<file path="config.mk">
export PLATFORM = sky130hd
export DESIGN_NAME = wb_arbiter_flat
export DESIGN_NICKNAME = d
export VERILOG_FILES = /design/src/rtl/wb_arbiter_if.sv /design/src/rtl/wb_arbiter.sv /design/src/flat_wrapper.sv
export SDC_FILE = /design/constraint.sdc
export NUM_CORES = 1
export LEC_CHECK = 0
export BUFFER_PORTS_ARGS = -buffer_cell sky130_fd_sc_hd__clkbuf_2
export CAP_MARGIN = 30
export CORE_ASPECT_RATIO = 1.5
export CORE_UTILIZATION = 44
export CTS_BUF_LIST = sky130_fd_sc_hd__clkbuf_16
export DETAILED_ROUTE_END_ITERATION = 6
export GPL_ROUTABILITY_DRIVEN = 0
export PLACE_DENSITY_LB_ADDON = 0.05
export SLEW_MARGIN = 20
export SYNTH_ARGS = -nofsm -noshare
export SYNTH_HDL_FRONTEND = slang
export SYNTH_SLANG_ARGS = --single-unit
export TNS_END_PERCENT = 30
</file>
<file path="constraint.sdc">
create_clock -name clk -period 16.3 [get_ports clk]
set_input_delay 1.63 -clock clk [delete_from_list [all_inputs] [get_ports clk]]
set_output_delay 1.63 -clock clk [all_outputs]
set_load 0.01 [all_outputs]
</file>
<file path="src/rtl/wb_arbiter_if.sv">
// Writeback arbiter bus: ALU/LSU offers, regfile write port,
// forwarding lookup and idle status.
interface wb_arbiter_if #(
   parameter int XLEN = 64
);
   logic            alu_valid;
   logic            alu_rd_en;
   logic [4:0]      alu_rd_index;
   logic [XLEN-1:0] alu_rd_data;
   logic            alu_ready;

   logic            lsu_valid;
   logic            lsu_rd_en;
   logic [4:0]      lsu_rd_index;
   logic [XLEN-1:0] lsu_rd_data;
   logic            lsu_ready;

   logic            rd_en;
   logic [4:0]      rd_index;
   logic [XLEN-1:0] rd_data;

   logic [4:0]      rs1_index;
   logic [4:0]      rs2_index;
   logic            rs1_hit;
   logic            rs2_hit;
   logic [XLEN-1:0] rs1_fwd;
   logic [XLEN-1:0] rs2_fwd;

   logic            wb_idle;

   modport slave (
      input  alu_valid, alu_rd_en, alu_rd_index, alu_rd_data,
      output alu_ready,
      input  lsu_valid, lsu_rd_en, lsu_rd_index, lsu_rd_data,
      output lsu_ready,
      output rd_en, rd_index, rd_data,
      input  rs1_index, rs2_index,
      output rs1_hit, rs2_hit, rs1_fwd, rs2_fwd,
      output wb_idle
   );

   modport master (
      output alu_valid, alu_rd_en, alu_rd_index, alu_rd_data,
      input  alu_ready,
      output lsu_valid, lsu_rd_en, lsu_rd_index, lsu_rd_data,
      input  lsu_ready,
      input  rd_en, rd_index, rd_data,
      output rs1_index, rs2_index,
      input  rs1_hit, rs2_hit, rs1_fwd, rs2_fwd,
      input  wb_idle
   );
endinterface

</file>
<file path="src/rtl/wb_arbiter.sv">
// Writeback arbiter: merges ALU and LSU results through a small
// pending-write FIFO into one regfile write port, with forwarding.
module wb_arbiter #(
   parameter int DEPTH = 4,
   parameter int XLEN  = 64
) (
   input logic         clk,
   input logic         rst,
   wb_arbiter_if.slave bus
);
   localparam int PW = $clog2(DEPTH);
   localparam int CW = PW + 1;
   localparam logic [CW-1:0] DEPTH_C = CW'(DEPTH);

   logic [4:0]      idx_q [DEPTH];
   logic [XLEN-1:0] dat_q [DEPTH];

   logic [PW-1:0]   wr_ptr_q, wr_ptr_d;
   logic [PW-1:0]   rd_ptr_q, rd_ptr_d;
   logic [PW-1:0]   wr_ptr_p1;
   logic [CW-1:0]   count_q, count_d;
   logic [CW-1:0]   free;
   logic            rd_en_q, rd_en_d;
   logic [4:0]      rd_index_q, rd_index_d;
   logic [XLEN-1:0] rd_data_q, rd_data_d;

   logic            lsu_push, alu_push, pop;
   logic [1:0]      n_push;
   logic            we0, we1;
   logic [4:0]      w0_idx;
   logic [XLEN-1:0] w0_dat;

   logic            rs1_hit, rs2_hit;
   logic [XLEN-1:0] rs1_fwd, rs2_fwd;
   logic [PW-1:0]   slot;

   // Ready looks only at the registered count; LSU owns the last slot.
   assign free          = DEPTH_C - count_q;
   assign bus.lsu_ready = (free != '0);
   assign bus.alu_ready = (free >= CW'(2)) ||
                          ((free != '0) && !bus.lsu_valid);

   assign lsu_push = bus.lsu_valid && bus.lsu_ready &&
                     bus.lsu_rd_en && (bus.lsu_rd_index != '0);
   assign alu_push = bus.alu_valid && bus.alu_ready &&
                     bus.alu_rd_en && (bus.alu_rd_index != '0);
   assign pop      = (count_q != '0);
   assign wr_ptr_p1 = wr_ptr_q + PW'(1);

   always_comb begin
      n_push = {1'b0, lsu_push} + {1'b0, alu_push};
      we0    = lsu_push || alu_push;
      we1    = lsu_push && alu_push;
      w0_idx = lsu_push ? bus.lsu_rd_index : bus.alu_rd_index;
      w0_dat = lsu_push ? bus.lsu_rd_data : bus.alu_rd_data;

      wr_ptr_d = wr_ptr_q + PW'(n_push);
      rd_ptr_d = rd_ptr_q + PW'(pop);
      count_d  = count_q + CW'(n_push) - CW'(pop);

      rd_en_d    = pop;
      rd_index_d = rd_index_q;
      rd_data_d  = rd_data_q;
      if (pop) begin
         rd_index_d = idx_q[rd_ptr_q];
         rd_data_d  = dat_q[rd_ptr_q];
      end
   end

   // Storage is deliberately left out of reset.
   always_ff @(posedge clk) begin
      if (we0) begin
         idx_q[wr_ptr_q] <= w0_idx;
         dat_q[wr_ptr_q] <= w0_dat;
      end
      if (we1) begin
         idx_q[wr_ptr_p1] <= bus.alu_rd_index;
         dat_q[wr_ptr_p1] <= bus.alu_rd_data;
      end
   end

   always_ff @(posedge clk or posedge rst) begin
      if (rst) begin
         wr_ptr_q   <= '0;
         rd_ptr_q   <= '0;
         count_q    <= '0;
         rd_en_q    <= 1'b0;
         rd_index_q <= '0;
         rd_data_q  <= '0;
      end else begin
         wr_ptr_q   <= wr_ptr_d;
         rd_ptr_q   <= rd_ptr_d;
         count_q    <= count_d;
         rd_en_q    <= rd_en_d;
         rd_index_q <= rd_index_d;
         rd_data_q  <= rd_data_d;
      end
   end

   // Scan oldest to youngest so later matches override earlier ones.
   always_comb begin
      rs1_hit = 1'b0;
      rs1_fwd = '0;
      rs2_hit = 1'b0;
      rs2_fwd = '0;
      slot    = rd_ptr_q;
      if (rd_en_q && (rd_index_q == bus.rs1_index)) begin
         rs1_hit = 1'b1;
         rs1_fwd = rd_data_q;
      end
      if (rd_en_q && (rd_index_q == bus.rs2_index)) begin
         rs2_hit = 1'b1;
         rs2_fwd = rd_data_q;
      end
      for (int i = 0; i < DEPTH; i++) begin
         slot = rd_ptr_q + PW'(i);
         if (CW'(i) < count_q) begin
            if (idx_q[slot] == bus.rs1_index) begin
               rs1_hit = 1'b1;
               rs1_fwd = dat_q[slot];
            end
            if (idx_q[slot] == bus.rs2_index) begin
               rs2_hit = 1'b1;
               rs2_fwd = dat_q[slot];
            end
         end
      end
      if (bus.rs1_index == '0) begin
         rs1_hit = 1'b0;
         rs1_fwd = '0;
      end
      if (bus.rs2_index == '0) begin
         rs2_hit = 1'b0;
         rs2_fwd = '0;
      end
   end

   assign bus.rs1_hit  = rs1_hit;
   assign bus.rs1_fwd  = rs1_fwd;
   assign bus.rs2_hit  = rs2_hit;
   assign bus.rs2_fwd  = rs2_fwd;
   assign bus.rd_en    = rd_en_q;
   assign bus.rd_index = rd_index_q;
   assign bus.rd_data  = rd_data_q;
   assign bus.wb_idle  = (count_q == '0) && !rd_en_q;
endmodule

</file>
<file path="src/flat_wrapper.sv">
// flat-port wrapper written by rule: the top's interface ports become plain ports
module wb_arbiter_flat 
#(
   parameter int DEPTH = 4,
   parameter int XLEN  = 64
)
  (clk, rst, bus_alu_valid, bus_alu_rd_en, bus_alu_rd_index, bus_alu_rd_data, bus_alu_ready, bus_lsu_valid, bus_lsu_rd_en, bus_lsu_rd_index, bus_lsu_rd_data, bus_lsu_ready, bus_rd_en, bus_rd_index, bus_rd_data, bus_rs1_index, bus_rs2_index, bus_rs1_hit, bus_rs2_hit, bus_rs1_fwd, bus_rs2_fwd, bus_wb_idle);
  wb_arbiter_if #(.XLEN(XLEN)) bus_i ();
  input logic clk;
  input logic rst;
  input wire logic [$bits(bus_i.alu_valid)-1:0] bus_alu_valid;
  input wire logic [$bits(bus_i.alu_rd_en)-1:0] bus_alu_rd_en;
  input wire logic [$bits(bus_i.alu_rd_index)-1:0] bus_alu_rd_index;
  input wire logic [$bits(bus_i.alu_rd_data)-1:0] bus_alu_rd_data;
  output wire logic [$bits(bus_i.alu_ready)-1:0] bus_alu_ready;
  input wire logic [$bits(bus_i.lsu_valid)-1:0] bus_lsu_valid;
  input wire logic [$bits(bus_i.lsu_rd_en)-1:0] bus_lsu_rd_en;
  input wire logic [$bits(bus_i.lsu_rd_index)-1:0] bus_lsu_rd_index;
  input wire logic [$bits(bus_i.lsu_rd_data)-1:0] bus_lsu_rd_data;
  output wire logic [$bits(bus_i.lsu_ready)-1:0] bus_lsu_ready;
  output wire logic [$bits(bus_i.rd_en)-1:0] bus_rd_en;
  output wire logic [$bits(bus_i.rd_index)-1:0] bus_rd_index;
  output wire logic [$bits(bus_i.rd_data)-1:0] bus_rd_data;
  input wire logic [$bits(bus_i.rs1_index)-1:0] bus_rs1_index;
  input wire logic [$bits(bus_i.rs2_index)-1:0] bus_rs2_index;
  output wire logic [$bits(bus_i.rs1_hit)-1:0] bus_rs1_hit;
  output wire logic [$bits(bus_i.rs2_hit)-1:0] bus_rs2_hit;
  output wire logic [$bits(bus_i.rs1_fwd)-1:0] bus_rs1_fwd;
  output wire logic [$bits(bus_i.rs2_fwd)-1:0] bus_rs2_fwd;
  output wire logic [$bits(bus_i.wb_idle)-1:0] bus_wb_idle;
  assign bus_i.alu_valid = bus_alu_valid;
  assign bus_i.alu_rd_en = bus_alu_rd_en;
  assign bus_i.alu_rd_index = bus_alu_rd_index;
  assign bus_i.alu_rd_data = bus_alu_rd_data;
  assign bus_alu_ready = bus_i.alu_ready;
  assign bus_i.lsu_valid = bus_lsu_valid;
  assign bus_i.lsu_rd_en = bus_lsu_rd_en;
  assign bus_i.lsu_rd_index = bus_lsu_rd_index;
  assign bus_i.lsu_rd_data = bus_lsu_rd_data;
  assign bus_lsu_ready = bus_i.lsu_ready;
  assign bus_rd_en = bus_i.rd_en;
  assign bus_rd_index = bus_i.rd_index;
  assign bus_rd_data = bus_i.rd_data;
  assign bus_i.rs1_index = bus_rs1_index;
  assign bus_i.rs2_index = bus_rs2_index;
  assign bus_rs1_hit = bus_i.rs1_hit;
  assign bus_rs2_hit = bus_i.rs2_hit;
  assign bus_rs1_fwd = bus_i.rs1_fwd;
  assign bus_rs2_fwd = bus_i.rs2_fwd;
  assign bus_wb_idle = bus_i.wb_idle;
  wb_arbiter #(.DEPTH(DEPTH), .XLEN(XLEN)) u_core (.clk(clk), .rst(rst), .bus(bus_i));
endmodule
</file>
==> results.cfg, run 1 <==
[final_layout]
final_nets = 2888
area_growth_pct = 13.6
layout-drive-gt1-share_pct = 32.1
final_common_cell = mux2i_1
mostFrequentLayoutCells = mux2i_1, clkbuf_2, mux2_2
utilization_pct = 50.7
finish.instance_area_mm2 = 0.0310

[min_path]
hold_path_depth = 2
holdPathEnd = u_core.bus.rd_data[29]
hold_class = register to register
hp-start = u_core.bus.rd_data[29]

[clock_network]
clk_latency_ns = 0.58
clock_sinks = 353
path_clk_slew_ns = 0.06
cts_tree = yes
clockBufferDepth = 3
post_cts_buffers = 0
cts_root_buffer = clkbuf_16
ctsResizeCount = 0
cts_buffers = 40
h-tree-depth = 2
hold_buffers = 0

[placement]
placed_area_mm2 = 0.0294
port_buffers = 356
dpl.hpwl_um = 64400

[job]
max-cap-violations = 0

[critical_path]
reg2reg_setup_slack_ns = 11.83
arrival_ns = 5.90
path_class = register to output port
r2r_end = u_core.dat_q[2][26]
critPathMaxFanout = 66
worstSetupEndpointType = output port
crit_path_start = u_core.rd_ptr_q[0]
critPathLaunchType = register
worstRegToRegCells = 10
r2r_start = u_core.count_q[1]
required_ns = 14.67

[detailed_routing]
wire_per_inst_um = 29.8
vias = 24000
drt-total-wl_um = 106000
viasPerCell = 6.76
first_iter_violations = 2191
drtPass1Iterations = 6
ant_nets = 0
drc_errors = 0

[global_routing]
grt_start_max_net_pins = 99
grt-ovfl-total = 0
grt_pass1_wl_um = 154000
grt_pass1_vias = 24000
global_route.usage.total_pct = 32.8
antenna_found_initial = 10

[timing]
holdWs_ns = 0.540
tightest_slew_ns = 1.07
slew_headroom_pct = 28.7
skew_ns = 0.0137
finalSetupViolations = 0
fmax_mhz = 133
maxSlewViolCount = 0
period_needed_ns = 7.53
setup_tns_ns = 0
fin_crit_sh_pct = 46.2
hold_viol = 0
rsz0062_at_grt = no

[synthesis]
synth_seq_cells = 353
synth_fp_nets = 2703
netlist.area_leader.share_pct = 30.4
synthDistinctLibCells = 61
syn_area_per_cell_um2 = 10.7
synth_largest_area_cell = edfxtp_1
ys_warn_count = 0
syn_inst = 2537
dominantRegCellSynth = edfxtp_1
synth_area_leaders = edfxtp_1, mux2i_1, mux2_2
synth-edff-count = 276
synthArstFlopShare_pct = 21.8
syn_area_mm2 = 0.0273
seq_area_frac_synth_pct = 37.5

[run_status]
run_status = complete, no violations

[die]
io_pins = 357
initial_core_util_pct = 44.6
dieHeight_um = 307
core-area_mm2 = 0.0611
rows = 111
die_w_um = 205
die-area_mm2 = 0.0630

[pwr]
p_per_area_mw_per_mm2 = 202
cellLeakagePower_nw = 12.8
peakVddDrop_mv = 0.112
cells in the mapped netlist (66+ instances only):
cell type and count:
nand4_1 66, a221oi_1 125, edfxtp_1 276, nand2_1 302, nor2_1 76, clkbuf_1 136
dfrtp_1 77, buf_2 82, mux2i_1 396, nand3_1 72, mux2_2 335, and3_1 123
kinds of logic (layout without fill, tap and decap cells):
group                      after synthesis  in the layout  share of synthesized area [%]
AOI/OAI and AO/OA                      378            378                           11.6
xor gates and xnor gates                57             57                           1.83
adders and majority gates               12             12                          0.578
buffers and inverters                  286            501                           5.20
DFF                                    353            353                           37.5
muxes                                  767            767                           31.4
other                                    0              3                              0
and+or+nand+nor                        684            684                           12.0
cell type report:
cell class	instances	area, um2
clock buffers	41	1030
inverters	14	63.8
clock inverters	31	383
multi-input cells	1898	15800
fillers	5718	30100
diodes	3	7.51
repair buffers	415	2450
flip-flops and latches	353	10200
well taps	791	990
report_power, final:
part | leakage, nW | internal [mW] | switching, mW | total, mW
Combinational | 8.65 | 1.37 | 2.27 | 3.65
Clock | 0.706 | 0.599 | 0.398 | 0.997
Sequential | 3.44 | 1.32 | 0.290 | 1.61
Total | 12.8 | 3.29 | 2.96 | 6.26
registers in the layout (all words and copies together), names as in the netlist:
signal               cells
u_core.dat_q           256
u_core.bus.rd_data      64
u_core.idx_q            20
u_core.bus.rd_index      5
u_core.count_q           3
u_core.rd_ptr_q          2
u_core.wr_ptr_q          2
u_core.bus.rd_en         1
layer usage:
metal	GRT usage [%]	routed length [um]	part of all wire (%)
met4	14.1	4020	3.8
met3	6.61	9450	8.9
met1	39.6	40200	38
met5	0	80	0.076
met2	56.1	52000	49
metrics by stage:
| step | cells | worst slack [ns] | total power [mW] |
|---|---|---|---|
| final | 3546 | 8.77 | 6.26 |
| after global placement | 3459 | 9.53 | 5.11 |
| after CTS | 3537 | 8.91 | 6.21 |
| after detailed placement | 3465 | 9.56 | 5.19 |
| after global routing | 3546 | 8.63 | 6.57 |
| after floorplan | 2537 | 8.11 | 4.02 |
critical path, stage by stage (launching register included):
cell	delay [ns]
dfrtp_4	0.84
buf_4	0.69
mux4_2	0.64
xnor2_1	0.17
nand2_1	0.12
a211oi_4	0.22
buf_4	0.63
buf_4	0.74
a221oi_1	0.20
o311ai_1	0.67
clkbuf_2	0.25
how the worst max path moves through the flow:
stage	to	slack [ns]	cells past startpoint
after floorplan	u_core.dat_q[1][0]	8.11	6
after global placement	bus_rs2_fwd[59]	9.53	10
after detailed placement	bus_rs2_fwd[34]	9.56	10
after CTS	bus_rs2_fwd[34]	8.91	10
after global routing	bus_rs2_fwd[59]	8.63	10
final	bus_rs2_fwd[31]	8.77	10
Note: power is estimated with default switching activity, not from simulation.
==> run 2, diff against run 1 <==
- clock period: 16.3 -> 6.3 ns (I/O delays scaled with it)
==> run 2 against run 1 <==
  * Clock skew up 0.0031 ns
  * Critical path type unchanged
  * Critical path depth down 2
  * Highest routed layer unchanged
  * Sequential power rose to 2.5 times the previous value
==> results.cfg, run 2 (synthesis gave the netlist of run 1 again) <==
[run_status]
run_status = complete, no violations

[timing]
hold_viol = 0
fmax_mhz = 188
final.setup.worst_slack_ns = 0.971
slew_headroom_pct = 30.8
setup_tns_ns = 0
tightest_slew_ns = 1.04
rsz0062_at_grt = no
fin_crit_sh_pct = 84.6
skew_ns = 0.0167
finalSetupViolations = 0
maxSlewViolCount = 0
holdWs_ns = 0.00947
period_needed_ns = 5.33

[die]
dieHeight_um = 307
initial_core_util_pct = 44.6
core-area_mm2 = 0.0611
rows = 111
die-area_mm2 = 0.0630
die_w_um = 205
io_pins = 357

[clock_network]
cts_root_buffer = clkbuf_16
clk_latency_ns = 0.57
path_clk_slew_ns = 0.06
clock_sinks = 353
hold_buffers = 0
h-tree-depth = 2
cts_tree = yes
ctsResizeCount = 0
clockBufferDepth = 3
post_cts_buffers = 0
cts_buffers = 40

[pwr]
p_per_area_mw_per_mm2 = 515
total_power_mw = 15.9
peakVddDrop_mv = 0.367
cellLeakagePower_nw = 12.8

[critical_path]
required_ns = 5.67
r2r_start = u_core.count_q[1]
r2r_end = u_core.dat_q[3][34]
worstRegToRegCells = 10
path_cells = mux4_2, xnor2_1, o2111a_2, buf_4, and3_1, a221oi_1, o311ai_1, clkbuf_2
critPathMaxFanout = 32
reg2reg_setup_slack_ns = 2.34
crit_path_top_delay_cell = o311ai_1
arrival_ns = 4.70
worst_path_largest_cell_delay_ns = 0.80
worstSetupEndpointType = output port
crit_path_start = u_core.rd_ptr_q[0]
path_class = register to output port
crit_path_end = bus_rs2_fwd[63]
critPathLaunchType = register

[job]
max-cap-violations = 0

[detailed_routing]
drtPass1Iterations = 6
drc_errors = 0
ant_nets = 0
vias = 23800
first_iter_violations = 2064
drt-total-wl_um = 107000
viasPerCell = 6.69
wire_per_inst_um = 30.0

[global_routing]
global_route.usage.total_pct = 33.1
antenna_found_initial = 14
grt_pass1_wl_um = 154000
grt-ovfl-total = 0
grt_pass1_vias = 23900
grt_start_max_net_pins = 130

[placement]
dp_slack_ns = 1.65
placed_area_mm2 = 0.0296
dpl.hpwl_um = 65100
dp_cells = 3475
port_buffers = 356

[final_layout]
utilization_pct = 50.6
layout-drive-gt1-share_pct = 32.0
final_cells = 3559
mostFrequentLayoutCells = mux2i_1, clkbuf_2, mux2_2
largest_reg_flops = 256
area_growth_pct = 13.4
finish.instance_area_mm2 = 0.0309
final_nets = 2894
largest_register = u_core.dat_q
final_common_cell = mux2i_1

[min_path]
hold_class = input port to asynchronous set/reset pin
[run 2: per-layer routing]
| layer | vias up | track usage, % | share of wire [%] |
|---|---|---|---|
| met3 | 336 | 8.18 | 10 |
| met4 | 10 | 16.2 | 4.6 |
| met1 | 11700 | 39.2 | 36 |
| met5 | - | 0 | 0.064 |
| li1 | 10300 | - | - |
| met2 | 1414 | 55.6 | 49 |
[run 2: worst min-delay path by stage]
stage / endpoint / cells past startpoint
floorplan: u_core.wr_ptr_q[0] / 1
global placement: u_core.bus.rd_data[14] / 2
detailed placement: u_core.bus.rd_data[41] / 2
CTS: u_core.bus.rd_data[42] / 2
global route: u_core.bus.rd_data[42] / 2
finish: u_core.bus.rd_data[42] / 2
[run 2: power breakdown]
part | switching (mW) | internal, mW
Sequential | 0.679 | 3.42
Clock | 1.02 | 1.30
Combinational | 5.94 | 3.57
[run 2: layout make-up]
class	instances	area (um2)
Antenna cell	11	27.5
Clock buffer	41	1030
Clock inverter	30	203
Fill cell	5648	30200
Inverter	14	63.8
Multi-Input combinational cell	1898	15800
Sequential cell	353	10200
Tap cell	791	990
Timing Repair Buffer	421	2540
[run 2: critical path: cells and delay by family (launching register included)]
family	cells	cell delay [ns]
flops	1	0.73
compound gates	3	1.51
mux	1	0.63
simple gates	1	0.22
xor+xnor	1	0.27
buf+inv	2	0.73
